<file path="config.mk">
export PLATFORM = sky130hd
export DESIGN_NAME = bridge_timer
export DESIGN_NICKNAME = d
export VERILOG_FILES = /design/src/rtl/bridge_timer_pkg.sv /design/src/rtl/timer_unit.sv /design/src/rtl/bridge_timer.sv
export SDC_FILE = /design/constraint.sdc
export NUM_CORES = 1
export LEC_CHECK = 0
export CAP_MARGIN = 20
export CORE_AREA = 2 2 135 151
export DETAILED_ROUTE_END_ITERATION = 10
export DIE_AREA = 0 0 137 153
export PLACE_DENSITY = 0.69
export SLEW_MARGIN = 20
export SYNTH_ARGS = -nofsm -noshare
export SYNTH_HDL_FRONTEND = slang
export SYNTH_SLANG_ARGS = --single-unit
</file>
<file path="constraint.sdc">
create_clock -name clk -period 2.3 [get_ports clk]
set_input_delay 0.46 -clock clk [delete_from_list [all_inputs] [get_ports clk]]
set_output_delay 0.46 -clock clk [all_outputs]
set_load 0.03 [all_outputs]
</file>
<file path="src/rtl/bridge_timer_pkg.sv">
// Shared constants for the bridge_timer slice.
// Holds register offsets, CTRL bit positions, the MemWrite word code and the
// per-timer FSM state encodings used by bridge_timer and timer_unit.
package bridge_timer_pkg;

    // Register offsets within a 16-byte timer window, selected by address bits [3:2]
    localparam logic [1:0] REG_CTRL   = 2'd0;
    localparam logic [1:0] REG_PRESET = 2'd1;
    localparam logic [1:0] REG_COUNT  = 2'd2;

    // CTRL bit positions
    localparam int CTRL_EN_BIT   = 0;
    localparam int CTRL_MODE_LSB = 1;
    localparam int CTRL_MODE_MSB = 2;
    localparam int CTRL_IM_BIT   = 3;

    // Mode 01 reloads; 00 and 1x both behave as one-shot
    localparam logic [1:0] MODE_AUTO = 2'b01;

    // MemWrite code for a full-word store; only these reach the timers
    localparam logic [1:0] MEM_WORD = 2'b11;

    typedef enum logic [1:0] {
        ST_IDLE = 2'd0,
        ST_LOAD = 2'd1,
        ST_CNT  = 2'd2,
        ST_INT  = 2'd3
    } timer_state_e;

endpackage

</file>
<file path="src/rtl/timer_unit.sv">
// One programmable count-down timer: CTRL/PRESET/COUNT registers, FSM, irq.
// Ports:
//   clk  system clock
//   clr  synchronous active-high reset
//   we   word write strobe, already qualified by address hit
//   sel  register select (address bits [3:2])
//   wd   write data
//   rd   read data for the selected register (combinational)
//   irq  interrupt request: IM & (pending | state == INT)
module timer_unit
    import bridge_timer_pkg::*;
(
    input  logic        clk,
    input  logic        clr,
    input  logic        we,
    input  logic [1:0]  sel,
    input  logic [31:0] wd,
    output logic [31:0] rd,
    output logic        irq
);

    timer_state_e state_r;
    timer_state_e state_nx_s;
    logic        en_r;
    logic        en_nx_s;
    logic        fsm_en_s;
    logic [1:0]  mode_r;
    logic [1:0]  mode_nx_s;
    logic        im_r;
    logic        im_nx_s;
    logic        pend_r;
    logic        pend_nx_s;
    logic        fsm_pend_s;
    logic [31:0] preset_r;
    logic [31:0] preset_nx_s;
    logic [31:0] count_r;
    logic [31:0] count_nx_s;
    logic        wr_ctrl_s;
    logic        wr_preset_s;

    assign wr_ctrl_s   = we && (sel == REG_CTRL);
    assign wr_preset_s = we && (sel == REG_PRESET);

    // FSM next state and count; a zero PRESET or a count of 1 steps straight
    // into INT so that INT lands exactly PRESET cycles after the load.
    always_comb begin
        state_nx_s = state_r;
        count_nx_s = count_r;
        fsm_en_s   = en_r;
        fsm_pend_s = pend_r;
        case (state_r)
            ST_IDLE: begin
                if (en_r) begin
                    state_nx_s = ST_LOAD;
                end else begin
                    state_nx_s = ST_IDLE;
                end
            end
            ST_LOAD: begin
                if (!en_r) begin
                    state_nx_s = ST_IDLE;
                end else begin
                    count_nx_s = preset_r;
                    if (preset_r == 32'd0) begin
                        state_nx_s = ST_INT;
                    end else begin
                        state_nx_s = ST_CNT;
                    end
                end
            end
            ST_CNT: begin
                if (!en_r) begin
                    state_nx_s = ST_IDLE;
                end else if (count_r <= 32'd1) begin
                    count_nx_s = 32'd0;
                    state_nx_s = ST_INT;
                end else begin
                    count_nx_s = count_r - 32'd1;
                    state_nx_s = ST_CNT;
                end
            end
            ST_INT: begin
                if (!en_r) begin
                    state_nx_s = ST_IDLE;
                end else if (mode_r == MODE_AUTO) begin
                    state_nx_s = ST_LOAD;
                end else begin
                    fsm_pend_s = 1'b1;
                    fsm_en_s   = 1'b0;
                    state_nx_s = ST_IDLE;
                end
            end
            default: begin
                state_nx_s = ST_IDLE;
            end
        endcase
    end

    // CPU writes override the FSM's Enable/pending update; any CTRL or PRESET write clears pending
    always_comb begin
        en_nx_s     = fsm_en_s;
        mode_nx_s   = mode_r;
        im_nx_s     = im_r;
        pend_nx_s   = fsm_pend_s;
        preset_nx_s = preset_r;
        if (wr_ctrl_s) begin
            en_nx_s   = wd[CTRL_EN_BIT];
            mode_nx_s = wd[CTRL_MODE_MSB:CTRL_MODE_LSB];
            im_nx_s   = wd[CTRL_IM_BIT];
            pend_nx_s = 1'b0;
        end else if (wr_preset_s) begin
            preset_nx_s = wd;
            pend_nx_s   = 1'b0;
        end else begin
            pend_nx_s = fsm_pend_s;
        end
    end

    // Timer state registers with synchronous clear
    always_ff @(posedge clk) begin
        if (clr) begin
            state_r  <= ST_IDLE;
            en_r     <= 1'b0;
            mode_r   <= 2'b00;
            im_r     <= 1'b0;
            pend_r   <= 1'b0;
            preset_r <= 32'd0;
            count_r  <= 32'd0;
        end else begin
            state_r  <= state_nx_s;
            en_r     <= en_nx_s;
            mode_r   <= mode_nx_s;
            im_r     <= im_nx_s;
            pend_r   <= pend_nx_s;
            preset_r <= preset_nx_s;
            count_r  <= count_nx_s;
        end
    end

    // Register read mux; the reserved slot reads as zero
    always_comb begin
        rd = 32'd0;
        case (sel)
            REG_CTRL:   rd = {28'd0, im_r, mode_r, en_r};
            REG_PRESET: rd = preset_r;
            REG_COUNT:  rd = count_r;
            default:    rd = 32'd0;
        endcase
    end

    assign irq = im_r & (pend_r | (state_r == ST_INT));

endmodule

</file>
<file path="src/rtl/bridge_timer.sv">
// Processor-bus responder holding two count-down timers.
// Ports:
//   clk       system clock
//   clr       synchronous active-high reset
//   PrAddr    CPU data address
//   PrWD      CPU store data
//   MemWrite  store size: 00 none, 01 byte, 10 half, 11 word
//   ext_int   external interrupt lines (passed through unsynchronised)
//   PrRD      read data, combinational from PrAddr
//   HWInt     {ext_int, irq1, irq0}
module bridge_timer
    import bridge_timer_pkg::*;
#(
    parameter logic [31:0] T0_BASE = 32'h0000_7F00,
    parameter logic [31:0] T1_BASE = 32'h0000_7F10
) (
    input  logic        clk,
    input  logic        clr,
    input  logic [31:0] PrAddr,
    input  logic [31:0] PrWD,
    input  logic [1:0]  MemWrite,
    input  logic [3:0]  ext_int,
    output logic [31:0] PrRD,
    output logic [5:0]  HWInt
);

    logic        hit0_s;
    logic        hit1_s;
    logic        word_wr_s;
    logic [1:0]  sel_s;
    logic [31:0] rd0_s;
    logic [31:0] rd1_s;
    logic        irq0_s;
    logic        irq1_s;
    logic        addr_unused_s;

    assign hit0_s    = (PrAddr[31:4] == T0_BASE[31:4]);
    assign hit1_s    = (PrAddr[31:4] == T1_BASE[31:4]);
    assign word_wr_s = (MemWrite == MEM_WORD);
    assign sel_s     = PrAddr[3:2];

    // Registers are word-aligned; the byte offset carries no information here
    assign addr_unused_s = ^PrAddr[1:0];

    timer_unit u_timer0 (
        .clk (clk),
        .clr (clr),
        .we  (hit0_s && word_wr_s),
        .sel (sel_s),
        .wd  (PrWD),
        .rd  (rd0_s),
        .irq (irq0_s)
    );

    timer_unit u_timer1 (
        .clk (clk),
        .clr (clr),
        .we  (hit1_s && word_wr_s),
        .sel (sel_s),
        .wd  (PrWD),
        .rd  (rd1_s),
        .irq (irq1_s)
    );

    // Device read mux; unmapped addresses read as zero
    always_comb begin
        PrRD = 32'd0;
        if (hit0_s) begin
            PrRD = rd0_s;
        end else if (hit1_s) begin
            PrRD = rd1_s;
        end else begin
            PrRD = 32'd0;
        end
    end

    assign HWInt = {ext_int, irq1_s, irq0_s};

endmodule
</file>
==> flow_summary.toml <==
[detailed_routing]
wl_per_cell_um = 22.0
vias = 9913
wl_mm = 34.0
ant_nets = 0
drt-initial-drc-count = 1109
drtPass1Iterations = 5
via_per_inst = 6.40
drc = 0

[clock_tree]
cts_made_buffers = 17
cts_tree = "done"
cts_buffer_depth = 2
htree_levels = 4
clkLatencyLatePin_ns = 0.43
cts_root_buf = "clkbuf_16"
clock_sinks = 142
path_clk_slew_ns = 0.06

[layout]
drive_above_1_share_pct = 29.2
multi_input_area_um2 = 6020
layout.nets = 1367
syn_to_final_growth_pct = 45.5
seq_area_um2 = 2850
fillCellCount = 1600

[setup_path]
cp_top_family = "simple AND/OR/NAND/NOR gates"
r2r_start = "u_timer0.count_r[23]"
startpoint = "PrAddr[30]"
cpPeakStageDelay_ns = 0.47
path_buf_inv = 3
cp_max_fo = 4
cp_slowest_cell = "or3_4"
crit_top_cell = "buf_6"
cp.required_ns = 1.84
cp_cell_sequence = "buf_6, nor4bb_2, nand4_1, or3_4, buf_12, a21o_4, a211oi_4, buf_6"
crit_arrival_ns = 2.22
start_kind = "primary input"
endpoint_kind = "output port"
critPathKind = "primary input to output port"

[power]
powerDensity_nw_per_um2 = 470
p_leak_nw = 5.15
p_total_mw = 5.89
vdd_drop_max_mv = 0.525

[placement]
post-dp-hpwl_mm = 22.8
gp_congestion = 0.918
io_buffer_count = 99

[floorplanning]
start_util_pct = 44.3
die_h_um = 153
core_um2 = 19500
die-area_um2 = 21000
die_w_um = 137
num_rows = 54
io_pins = 110

[sta]
fin_setup_tns_ns = -9.78
hold_violations = 0
max_slew_margin_pct = 57.0
period_minus_slack_ns = 2.68
hold_slack_ns = 0.485
fin_crit_sh_pct = 117
slew_viol_final = 0
fmax_mhz = 373
setup_ws_ns = -0.383
tightestPinTransition_ns = 0.644
clock_skew_ns = 0.00751
rsz0062_at_grt = "yes"
setup_viol = 37

[global_routing]
track_usage_pct = 31.4
grt_pass1_vias = 9199
overflow = 0
antenna_found_initial = 1
grt_max_degree = 90
grt_pass1_wl_mm = 51.9

[synthesis]
synth_edf_count = 0
ys.flop_type = "dfxtp_1"
syn_area_um2 = 8610
synthCells = 1096
synth_area_per_cell_um2 = 7.86
ys_seq_area_share_pct = 33.0
synth-seq-cells = 142
synthArstFlopShare_pct = 0
synth_nets = 1180
synth.distinct_cells = 61
synth_warnings = 0

[status]
violations = "negative setup slack"
status = "finished, violations left"

[hold_path]
min-delay-path-class = "flop to flop"
hold_start = "u_timer0.preset_r[7]"

[flow_run]
maxCapViolCount = 0
[area by class of cell]
cell class	instances	share of cell area, %
diodes	1	0.0200
clock buffers	22	3.79
clock inverters	10	1.27
inverters	25	0.749
multi-input cells	827	48.0
flip-flops and latches	142	22.7
well taps	252	2.52
repair buffers	270	20.9
[cell usage in the layout (no fill, tap or decap), drive strengths merged, types with 7 or more instances in the layout]
master         count
a211oi            35
inv               24
o32ai             11
buf              220
o21ai             27
dfxtp            142
or3                9
nor4              44
or4               20
nand3             14
clkbuf            28
mux2               9
and3              42
nand4             19
a21oi             89
a221oi            51
a22oi             36
nor3              27
a31oi             17
o21a               8
clkdlybuf4s50     37
mux2i             47
nor4b              7
ha                12
nand3b             7
nor2             116
nor2b              7
nand2            117
[worst min-delay path, stage by stage (launching register included)]
cell and delay, ns:
dfxtp_1 0.33, nand2_1 0.06, a21oi_1 0.05
[cells in the mapped netlist, types with 14 or more instances]
cell type	count	area [um2]
nand4_1	18	113
o21ai_0	24	120
dfxtp_1	142	2840
a21oi_1	88	440
a221oi_1	41	359
nor4_1	37	231
nor3_1	27	135
a31oi_1	17	106
mux2i_1	47	470
a22oi_1	36	270
a211oi_1	35	263
nand2_1	117	439
inv_1	23	86.3
or4_1	17	128
nand3_1	14	70.1
clkbuf_1	86	323
nor2_1	116	435
and3_1	42	263
[kinds of logic after synthesis]
| family | after synthesis | share of synthesized area, % |
|---|---|---|
| AND/OR/NAND/NOR | 448 | 26.9 |
| multiplexers | 56 | 6.64 |
| AO/OA/AOI/OAI | 309 | 25.4 |
| adder cells (fa/ha/maj) | 12 | 1.74 |
| flip-flops | 142 | 33.0 |
| buffers and inverters | 129 | 6.29 |
[flip-flops by register name, indices dropped and copies added (netlist names)]
register and flops:
u_timer1.pend_r 1, u_timer0.count_r 32, u_timer1.en_r 1, u_timer1.im_r 1, u_timer1.count_r 32, u_timer0.en_r 1
u_timer0.pend_r 1, u_timer0.im_r 1, u_timer1.mode_r 2, u_timer1.state_r 2, u_timer0.preset_r 32, u_timer0.mode_r 2
u_timer1.preset_r 32, u_timer0.state_r 2
[path summary, 6_finish.rpt]
kind	slack, ns	cells past startpoint	endpoint
worst min register to register	0.49	2	u_timer0.preset_r[7]
worst max-delay path	-0.38	8	PrRD[0]
worst max register to register	-0.05	7	u_timer0.count_r[14]
worst min-delay path	0.49	2	u_timer0.preset_r[7]
[stage by stage]
step	worst slack [ns]	util, %	cells	instance area (um2)
after detailed placement	-0.825	57.5	1500	11200
after global routing	-0.391	64.4	1549	12500
final	-0.383	64.4	1549	12500
after CTS	-0.308	62.4	1543	12100
after global placement	-0.707	57.5	1500	11200
after floorplan	-0.135	-	1096	9010
[per-layer routing]
| layer | vias up | global-route usage (%) | share of wire, % |
|---|---|---|---|
| li1 | 4507 | - | - |
| met1 | 4819 | 41.5 | 40 |
| met2 | 488 | 51.7 | 49 |
| met3 | 99 | 3.71 | 6.7 |
| met4 | 0 | 12.7 | 4.0 |
| met5 | - | 0 | 0 |
[timing repair]
item | 4_1_cts | 5_1_grt
cloned | 4 | 5
gates resized for setup | 127 | 65
hold buffers | 0 | 0
pin swaps | 8 | 22
hold endpoints to repair | 0 | 0
endpoints found under the setup margin | 53 | 139
setup buffers | 12 | 5
[power breakdown]
group | leakage (nW) | switching [mW] | internal, mW
clock | 0.307 | 1.10 | 1.90
sequential | 1.14 | 0.000000000470 | 2.46
combinational | 3.70 | 0.238 | 0.187
total | 5.15 | 1.34 | 4.55
Note: power is estimated with default switching activity, not from simulation.
